===== config.mk =====
export PLATFORM = sky130hd
export DESIGN_NAME = settings_bus_arbiter_flat
export DESIGN_NICKNAME = d
export VERILOG_FILES = /design/src/rtl/game_pkg.sv /design/src/rtl/wishbone_if.sv /design/src/rtl/rr_priority_picker.sv /design/src/rtl/settings_bus_arbiter.sv /design/src/flat_wrapper.sv
export SDC_FILE = /design/constraint.sdc
export NUM_CORES = 1
export LEC_CHECK = 0
export CORE_ASPECT_RATIO = 2
export CORE_MARGIN = 2
export CORE_UTILIZATION = 30
export CTS_CLUSTER_DIAMETER = 150
export DETAILED_ROUTE_END_ITERATION = 7
export GPL_TIMING_DRIVEN = 0
export PLACE_DENSITY_LB_ADDON = 0.25
export SLEW_MARGIN = 20
export SYNTH_ARGS = -nofsm -noshare
export SYNTH_HDL_FRONTEND = slang
export SYNTH_HIERARCHICAL = 1
export SYNTH_SLANG_ARGS = --single-unit

===== constraint.sdc =====
create_clock -name clk -period 2.2 [get_ports clk]
set_clock_uncertainty 0.1 [all_clocks]
set_input_delay 0.44 -clock clk [delete_from_list [all_inputs] [get_ports clk]]
set_output_delay 0.44 -clock clk [all_outputs]
set_load 0.03 [all_outputs]

===== src/rtl/game_pkg.sv =====
// Shared types and constants for the game-settings register bus.
package game_pkg;

  localparam int unsigned ADDR_W = 8;
  localparam int unsigned DATA_W = 16;

  typedef enum logic [1:0] {
    ST_IDLE    = 2'd0,
    ST_GRANTED = 2'd1,
    ST_ABORT   = 2'd2
  } arb_state_t;

  // Settings register map (even byte addresses)
  localparam logic [ADDR_W-1:0] ROW_COLUMN_NUMBER = 8'h00;
  localparam logic [ADDR_W-1:0] GAME_MODE         = 8'h02;
  localparam logic [ADDR_W-1:0] DIFFICULTY        = 8'h04;
  localparam logic [ADDR_W-1:0] PLAYER_ONE_COLOR  = 8'h06;
  localparam logic [ADDR_W-1:0] PLAYER_TWO_COLOR  = 8'h08;
  localparam logic [ADDR_W-1:0] TURN_TIMER        = 8'h0A;
  localparam logic [ADDR_W-1:0] SOUND_LEVEL       = 8'h0C;
  localparam logic [ADDR_W-1:0] GAMES_PLAYED      = 8'h0E;
  localparam logic [ADDR_W-1:0] GAMES_WON         = 8'h10;
  localparam logic [ADDR_W-1:0] GAMES_LOST        = 8'h12;

  typedef struct packed {
    logic              cyc;
    logic              stb;
    logic              we;
    logic [ADDR_W-1:0] adr;
    logic [DATA_W-1:0] dat;
  } wb_req_t;

endpackage


===== src/rtl/wishbone_if.sv =====
// Wishbone link between the arbiter and the settings register slave.
interface wishbone_if;
  import game_pkg::*;

  logic              cyc_o;
  logic              stb_o;
  logic              we_o;
  logic [ADDR_W-1:0] adr_o;
  logic [DATA_W-1:0] dat_o;
  logic [DATA_W-1:0] dat_i;
  logic              ack_i;

  modport master (output cyc_o, stb_o, we_o, adr_o, dat_o, input dat_i, ack_i);
  modport slave  (input cyc_o, stb_o, we_o, adr_o, dat_o, output dat_i, ack_i);
endinterface


===== src/rtl/rr_priority_picker.sv =====
// Round-robin pick: first set request at or after ptr, wrapping to bit 0.
module rr_priority_picker #(
  parameter int unsigned NUM_REQ = 3,
  parameter int unsigned PTR_W   = 2
) (
  input  logic [NUM_REQ-1:0] req,
  input  logic [PTR_W-1:0]   ptr,
  output logic [NUM_REQ-1:0] grant_c
);

  logic [NUM_REQ-1:0] below_ptr;
  logic [NUM_REQ-1:0] upper_req;

  // Lowest set bit of the upper half first, else lowest set bit overall.
  always_comb begin
    below_ptr = (NUM_REQ'(1) << ptr) - NUM_REQ'(1);
    upper_req = req & ~below_ptr;
    if (upper_req != '0) begin
      grant_c = upper_req & (~upper_req + NUM_REQ'(1));
    end else begin
      grant_c = req & (~req + NUM_REQ'(1));
    end
  end

endmodule


===== src/rtl/settings_bus_arbiter.sv =====
// Round-robin Wishbone arbiter for several masters sharing the settings slave,
// with a no-ack timeout that aborts the transfer and flags the owner.
module settings_bus_arbiter
  import game_pkg::*;
#(
  parameter int unsigned NUM_MASTERS    = 3,
  parameter int unsigned TIMEOUT_CYCLES = 16
) (
  input  logic                                clk,
  input  logic                                rst,
  input  logic [NUM_MASTERS-1:0]              m_cyc,
  input  logic [NUM_MASTERS-1:0]              m_stb,
  input  logic [NUM_MASTERS-1:0]              m_we,
  input  logic [NUM_MASTERS-1:0][ADDR_W-1:0]  m_adr,
  input  logic [NUM_MASTERS-1:0][DATA_W-1:0]  m_dat_w,
  output logic [NUM_MASTERS-1:0]              m_ack,
  output logic [NUM_MASTERS-1:0]              m_err,
  output logic [DATA_W-1:0]                   m_dat_r,
  wishbone_if.master                          s_bus,
  output logic [NUM_MASTERS-1:0]              grant
);

  localparam int unsigned PTR_W  = $clog2(NUM_MASTERS);
  localparam int unsigned TCNT_W = $clog2(TIMEOUT_CYCLES + 1);

  arb_state_t              state;
  arb_state_t              state_nxt;
  logic [NUM_MASTERS-1:0]  grant_q;
  logic [NUM_MASTERS-1:0]  grant_nxt;
  logic [NUM_MASTERS-1:0]  pick;
  logic [PTR_W-1:0]        rr_ptr;
  logic [PTR_W-1:0]        ptr_nxt;
  logic [PTR_W-1:0]        owner_idx;
  logic [PTR_W-1:0]        ptr_after_owner;
  logic [TCNT_W-1:0]       tcnt;
  logic [TCNT_W-1:0]       tcnt_nxt;
  wb_req_t                 owner_req;

  rr_priority_picker #(
    .NUM_REQ (NUM_MASTERS),
    .PTR_W   (PTR_W)
  ) u_picker (
    .req     (m_cyc),
    .ptr     (rr_ptr),
    .grant_c (pick)
  );

  // Owner's request, selected by the registered one-hot grant.
  always_comb begin
    owner_req = '0;
    owner_idx = '0;
    for (int i = 0; i < NUM_MASTERS; i++) begin
      if (grant_q[i]) begin
        owner_idx     = PTR_W'(i);
        owner_req.cyc = m_cyc[i];
        owner_req.stb = m_stb[i];
        owner_req.we  = m_we[i];
        owner_req.adr = m_adr[i];
        owner_req.dat = m_dat_w[i];
      end
    end
    ptr_after_owner = (owner_idx == PTR_W'(NUM_MASTERS - 1)) ? '0
                                                             : owner_idx + PTR_W'(1);
  end

  always_ff @(posedge clk) begin
    if (rst) begin
      state   <= ST_IDLE;
      grant_q <= '0;
      rr_ptr  <= '0;
      tcnt    <= '0;
    end else begin
      state   <= state_nxt;
      grant_q <= grant_nxt;
      rr_ptr  <= ptr_nxt;
      tcnt    <= tcnt_nxt;
    end
  end

  always_comb begin
    state_nxt   = state;
    grant_nxt   = grant_q;
    ptr_nxt     = rr_ptr;
    tcnt_nxt    = tcnt;
    m_ack       = '0;
    m_err       = '0;
    grant       = '0;
    s_bus.cyc_o = 1'b0;
    s_bus.stb_o = 1'b0;
    s_bus.we_o  = 1'b0;
    s_bus.adr_o = '0;
    s_bus.dat_o = '0;

    unique case (state)
      ST_IDLE: begin
        if (m_cyc != '0) begin
          grant_nxt = pick;
          tcnt_nxt  = '0;
          state_nxt = ST_GRANTED;
        end
      end
      ST_GRANTED: begin
        // Owner release wins over ack and timeout.
        if (!owner_req.cyc) begin
          state_nxt = ST_IDLE;
          grant_nxt = '0;
          ptr_nxt   = ptr_after_owner;
        end else if (s_bus.ack_i) begin
          tcnt_nxt = '0;
        end else if (owner_req.stb) begin
          tcnt_nxt = tcnt + TCNT_W'(1);
          if (tcnt == TCNT_W'(TIMEOUT_CYCLES - 1)) begin
            state_nxt = ST_ABORT;
          end
        end
      end
      ST_ABORT: begin
        state_nxt = ST_IDLE;
        grant_nxt = '0;
        ptr_nxt   = ptr_after_owner;
        tcnt_nxt  = '0;
      end
      default: begin
        state_nxt = ST_IDLE;
        grant_nxt = '0;
      end
    endcase

    // Outputs are forced quiet while reset is asserted.
    if (!rst) begin
      grant = grant_q;
      if (state == ST_GRANTED) begin
        s_bus.cyc_o = owner_req.cyc;
        s_bus.stb_o = owner_req.stb;
        s_bus.we_o  = owner_req.we;
        s_bus.adr_o = owner_req.adr;
        s_bus.dat_o = owner_req.dat;
        if (s_bus.ack_i) begin
          m_ack = grant_q;
        end
      end
      if (state == ST_ABORT) begin
        m_err = grant_q;
      end
    end
  end

  assign m_dat_r = s_bus.dat_i;

endmodule


===== src/flat_wrapper.sv =====
// flat-port wrapper written by rule: the top's interface ports become plain ports
module settings_bus_arbiter_flat import game_pkg::*;
#(
  parameter int unsigned NUM_MASTERS    = 3,
  parameter int unsigned TIMEOUT_CYCLES = 16
)
  (clk, rst, m_cyc, m_stb, m_we, m_adr, m_dat_w, m_ack, m_err, m_dat_r, grant, s_bus_cyc_o, s_bus_stb_o, s_bus_we_o, s_bus_adr_o, s_bus_dat_o, s_bus_dat_i, s_bus_ack_i);
  wishbone_if s_bus_i ();
  input  logic clk;
  input  logic rst;
  input  logic [NUM_MASTERS-1:0] m_cyc;
  input  logic [NUM_MASTERS-1:0] m_stb;
  input  logic [NUM_MASTERS-1:0] m_we;
  input  logic [NUM_MASTERS-1:0][ADDR_W-1:0] m_adr;
  input  logic [NUM_MASTERS-1:0][DATA_W-1:0] m_dat_w;
  output logic [NUM_MASTERS-1:0] m_ack;
  output logic [NUM_MASTERS-1:0] m_err;
  output logic [DATA_W-1:0] m_dat_r;
  output logic [NUM_MASTERS-1:0] grant;
  output wire logic [$bits(s_bus_i.cyc_o)-1:0] s_bus_cyc_o;
  output wire logic [$bits(s_bus_i.stb_o)-1:0] s_bus_stb_o;
  output wire logic [$bits(s_bus_i.we_o)-1:0] s_bus_we_o;
  output wire logic [$bits(s_bus_i.adr_o)-1:0] s_bus_adr_o;
  output wire logic [$bits(s_bus_i.dat_o)-1:0] s_bus_dat_o;
  input wire logic [$bits(s_bus_i.dat_i)-1:0] s_bus_dat_i;
  input wire logic [$bits(s_bus_i.ack_i)-1:0] s_bus_ack_i;
  assign s_bus_cyc_o = s_bus_i.cyc_o;
  assign s_bus_stb_o = s_bus_i.stb_o;
  assign s_bus_we_o = s_bus_i.we_o;
  assign s_bus_adr_o = s_bus_i.adr_o;
  assign s_bus_dat_o = s_bus_i.dat_o;
  assign s_bus_i.dat_i = s_bus_dat_i;
  assign s_bus_i.ack_i = s_bus_ack_i;
  settings_bus_arbiter #(.NUM_MASTERS(NUM_MASTERS), .TIMEOUT_CYCLES(TIMEOUT_CYCLES)) u_core (.clk(clk), .rst(rst), .m_cyc(m_cyc), .m_stb(m_stb), .m_we(m_we), .m_adr(m_adr), .m_dat_w(m_dat_w), .m_ack(m_ack), .m_err(m_err), .m_dat_r(m_dat_r), .s_bus(s_bus_i), .grant(grant));
endmodule

==> results.md <==
- Period minus WS final: between 2000 and 2500 ps
- Worst-Margin Slew: 646 ps
- CTS sink count: 12
- Type of the most critical hold path: flip-flop to flip-flop
- Synth warnings: 6
- Fillers: approximately 410
- Root buffer cell: clkbuf_8
- Port buffer count: 134
- Post-synth ARST share: 0%
- Total core area: 5140 um2
- Required @ worst endpoint: between 1500 and 2000 ps
- Syn avg cell area: 7.36 um2
- # IOs: 152
- Initial DRC count: 44
- Synth Register Bits: 12
- Post-Place Setup Slack: -759 ps
- Tcrit/Tclk final: 99.9%
- Pwr Density: 315 nW/um2
- Final Hold Viols: 0
- Total CTS buffers: 3
- H-Tree Depth: 1
- Instance count of the mapped netlist: ~220
- Final Slew Violations: 0
- Max Fclk: 455 MHz
- Register area share after synthesis: 15.0%
- Layout cell share with drive strength beyond 1: around two fifths
- Final worst setup slack: about 2.4 ps
- Post-detail-place hpwl: ~5500 um
- Antenna viol nets, final: 0
- Total length of routed wires: around 7400 um
- RD Place Congestion: approximately 0.85
- Final TNS setup: 0 ps
- Worst EP arrival: about 1700 ps
- Setup Crit Path Kind: flip-flop to output pin
- Vias per cell: 5.51
- TritonRoute pass-1 iters: 4
- GRT Util Overall: about 23%
- Synthesized area: 1600 um2
- Worst-path fanout max: 10
- GR Overflow Total: 0
- DRC errors left: 0
- Die area: around 6000 um2
- Final setup violation count: 0
- Initial antenna violation count: 0
- Row cnt: 37
- First-pass GRT wire length: 10800 um
- Die width: 55.6 um
- Initial Utilization: 31.1%
- Largest net degree at the start of global routing: 12
- Maximum vdd drop: around 0.00035 V
- Clk_lat worst skew: 250 ps
- RSZ-0062 raised after global routing: true
- Vias: 2335
- CP startpoint kind: flip-flop
- Number of diodes: 0
- Syn Nets: around 320
- DIE HEIGHT: ~110 um
- Relative slew slack: 56.5%
- Total power: 0.00115 W
- Clk buf depth: 2
- Max-cap viol count: 0
- Distinct cells, synth: between 40 and 50
- Main synth FF type: dfxtp_1
- Nets@finish: 469
- TritonCTS clock tree: built
- Vias in the first global route: 2384
- Run status: complete, no violations
- Area delta synth->final: 128%
- Leak Pwr: between 1 and 1.5 nW
- Clk slew on worst S/H paths: about 60 ps
- EDFF count, synth: 0
- Crit end category: output pin
- Wirelength per Cell: 17.5 um
kinds of logic (layout without fill, tap and decap cells):
group / count (synthesis) / after routing / synth area share (%)
simple gates: 105 / 106 / 38.5
fa+ha+maj: 2 / 2 / 1.57
flops: 12 / 12 / 15.0
compound gates: 53 / 53 / 27.5
buf+inv: 43 / 191 / 16.1
mux: 2 / 2 / 1.33
flip-flops by register name, summed over array words and instances, names as in the netlist:
signal,count
u_core/tcnt,5
u_core/rr_ptr,2
u_core/grant_q,3
u_core/state,2
critical path, cell delays in order (launching register included):
cell	delay (ps)
dfxtp_4	380
nor2b_2	170
buf_6	140
buf_8	160
a221oi_2	320
nor3_4	50
clkbuf_4	180
cell usage in the layout, fill, tap and decap left out, types with 3 or more instances in the layout:
cell	n
clkbuf_4	5
a221oi_4	4
nor2b_2	6
inv_1	8
nor3_2	3
a21oi_1	7
nor3_1	5
a221oi_2	17
dfxtp_1	8
buf_12	3
nor3_4	19
a22o_1	4
nand2b_1	4
a221oi_1	5
clkbuf_2	6
buf_2	10
o21a_1	3
clkdlybuf4s50_1	96
buf_4	33
dfxtp_4	3
buf_6	11
nor2_1	13
nand2_1	9
clkdlybuf4s15_2	5
and3_1	5
clkbuf_8	4
nor2b_1	27
cell type report:
| type | count | area, um2 | share of cell area (%) |
|---|---|---|---|
| Buffer | 33 | 287 | 7.86 |
| Multi-Input combinational cell | 163 | 1530 | 41.8 |
| Sequential cell | 12 | 253 | 6.93 |
| Inverter | 8 | 30.0 | 0.824 |
| Clock buffer | 4 | 55.1 | 1.51 |
| Timing Repair Buffer | 146 | 1420 | 39.1 |
| Tap cell | 58 | 72.6 | 1.99 |
final timing paths:
check	from	to	slack [ps]	cells after the start
worst min-delay path	u_core/tcnt[4]	u_core/tcnt[4]	370	1
worst min register to register	u_core/tcnt[4]	u_core/tcnt[4]	370	1
worst max-delay path	u_core/grant_q[0]	s_bus_dat_o[14]	2	6
worst max register to register	u_core/state[0]	u_core/tcnt[2]	280	7
stage by stage:
step / cells / hold slack (ps) / cell area (um2) / utilization, %
floorplan: 217 / 342 / 1820 / -
global placement: 409 / 356 / 3230 / 62.9
detailed placement: 409 / 361 / 3230 / 62.9
CTS: 417 / 375 / 3430 / 66.7
global route: 424 / 416 / 3650 / 71.0
finish: 424 / 371 / 3650 / 71.0
power breakdown:
| group | internal [W] | switching [W] | total [W] |
|---|---|---|---|
| logic | 0.000356 | 0.000306 | 0.000662 |
| registers | 0.000225 | 0.0000145 | 0.000239 |
| clock network | 0.000159 | 0.0000897 | 0.000248 |
| total | 0.000739 | 0.000410 | 0.00115 |
repair_timing:
action                     CTS  global route
pin swaps                    2             5
setup endpoints to repair   36            33
resized for setup          212            56
buffers inserted             4             5
hold buffers                 0             0
cloned                       2             2
synth_stat cells (3+ instances only):
master | instances | area share, %
a21oi_1 | 8 | 2.5
a221oi_1 | 26 | 14
a22o_1 | 4 | 2.2
and3_1 | 5 | 2.0
buf_2 | 5 | 1.6
buf_4 | 16 | 7.5
buf_6 | 4 | 2.8
clkbuf_1 | 10 | 2.3
dfxtp_1 | 12 | 15
inv_1 | 8 | 1.9
nand2_1 | 9 | 2.1
nand2b_1 | 4 | 1.6
nor2_1 | 13 | 3.1
nor2b_1 | 31 | 12
nor3_1 | 26 | 8.1
o21a_1 | 3 | 1.4
routing by layer:
metal,track usage (%),routed length [um]
met1,20.9,2300
met3,4.70,575
met5,0,0
met4,12.4,248
met2,44.5,4300
Note: power is estimated with default switching activity, not from simulation.
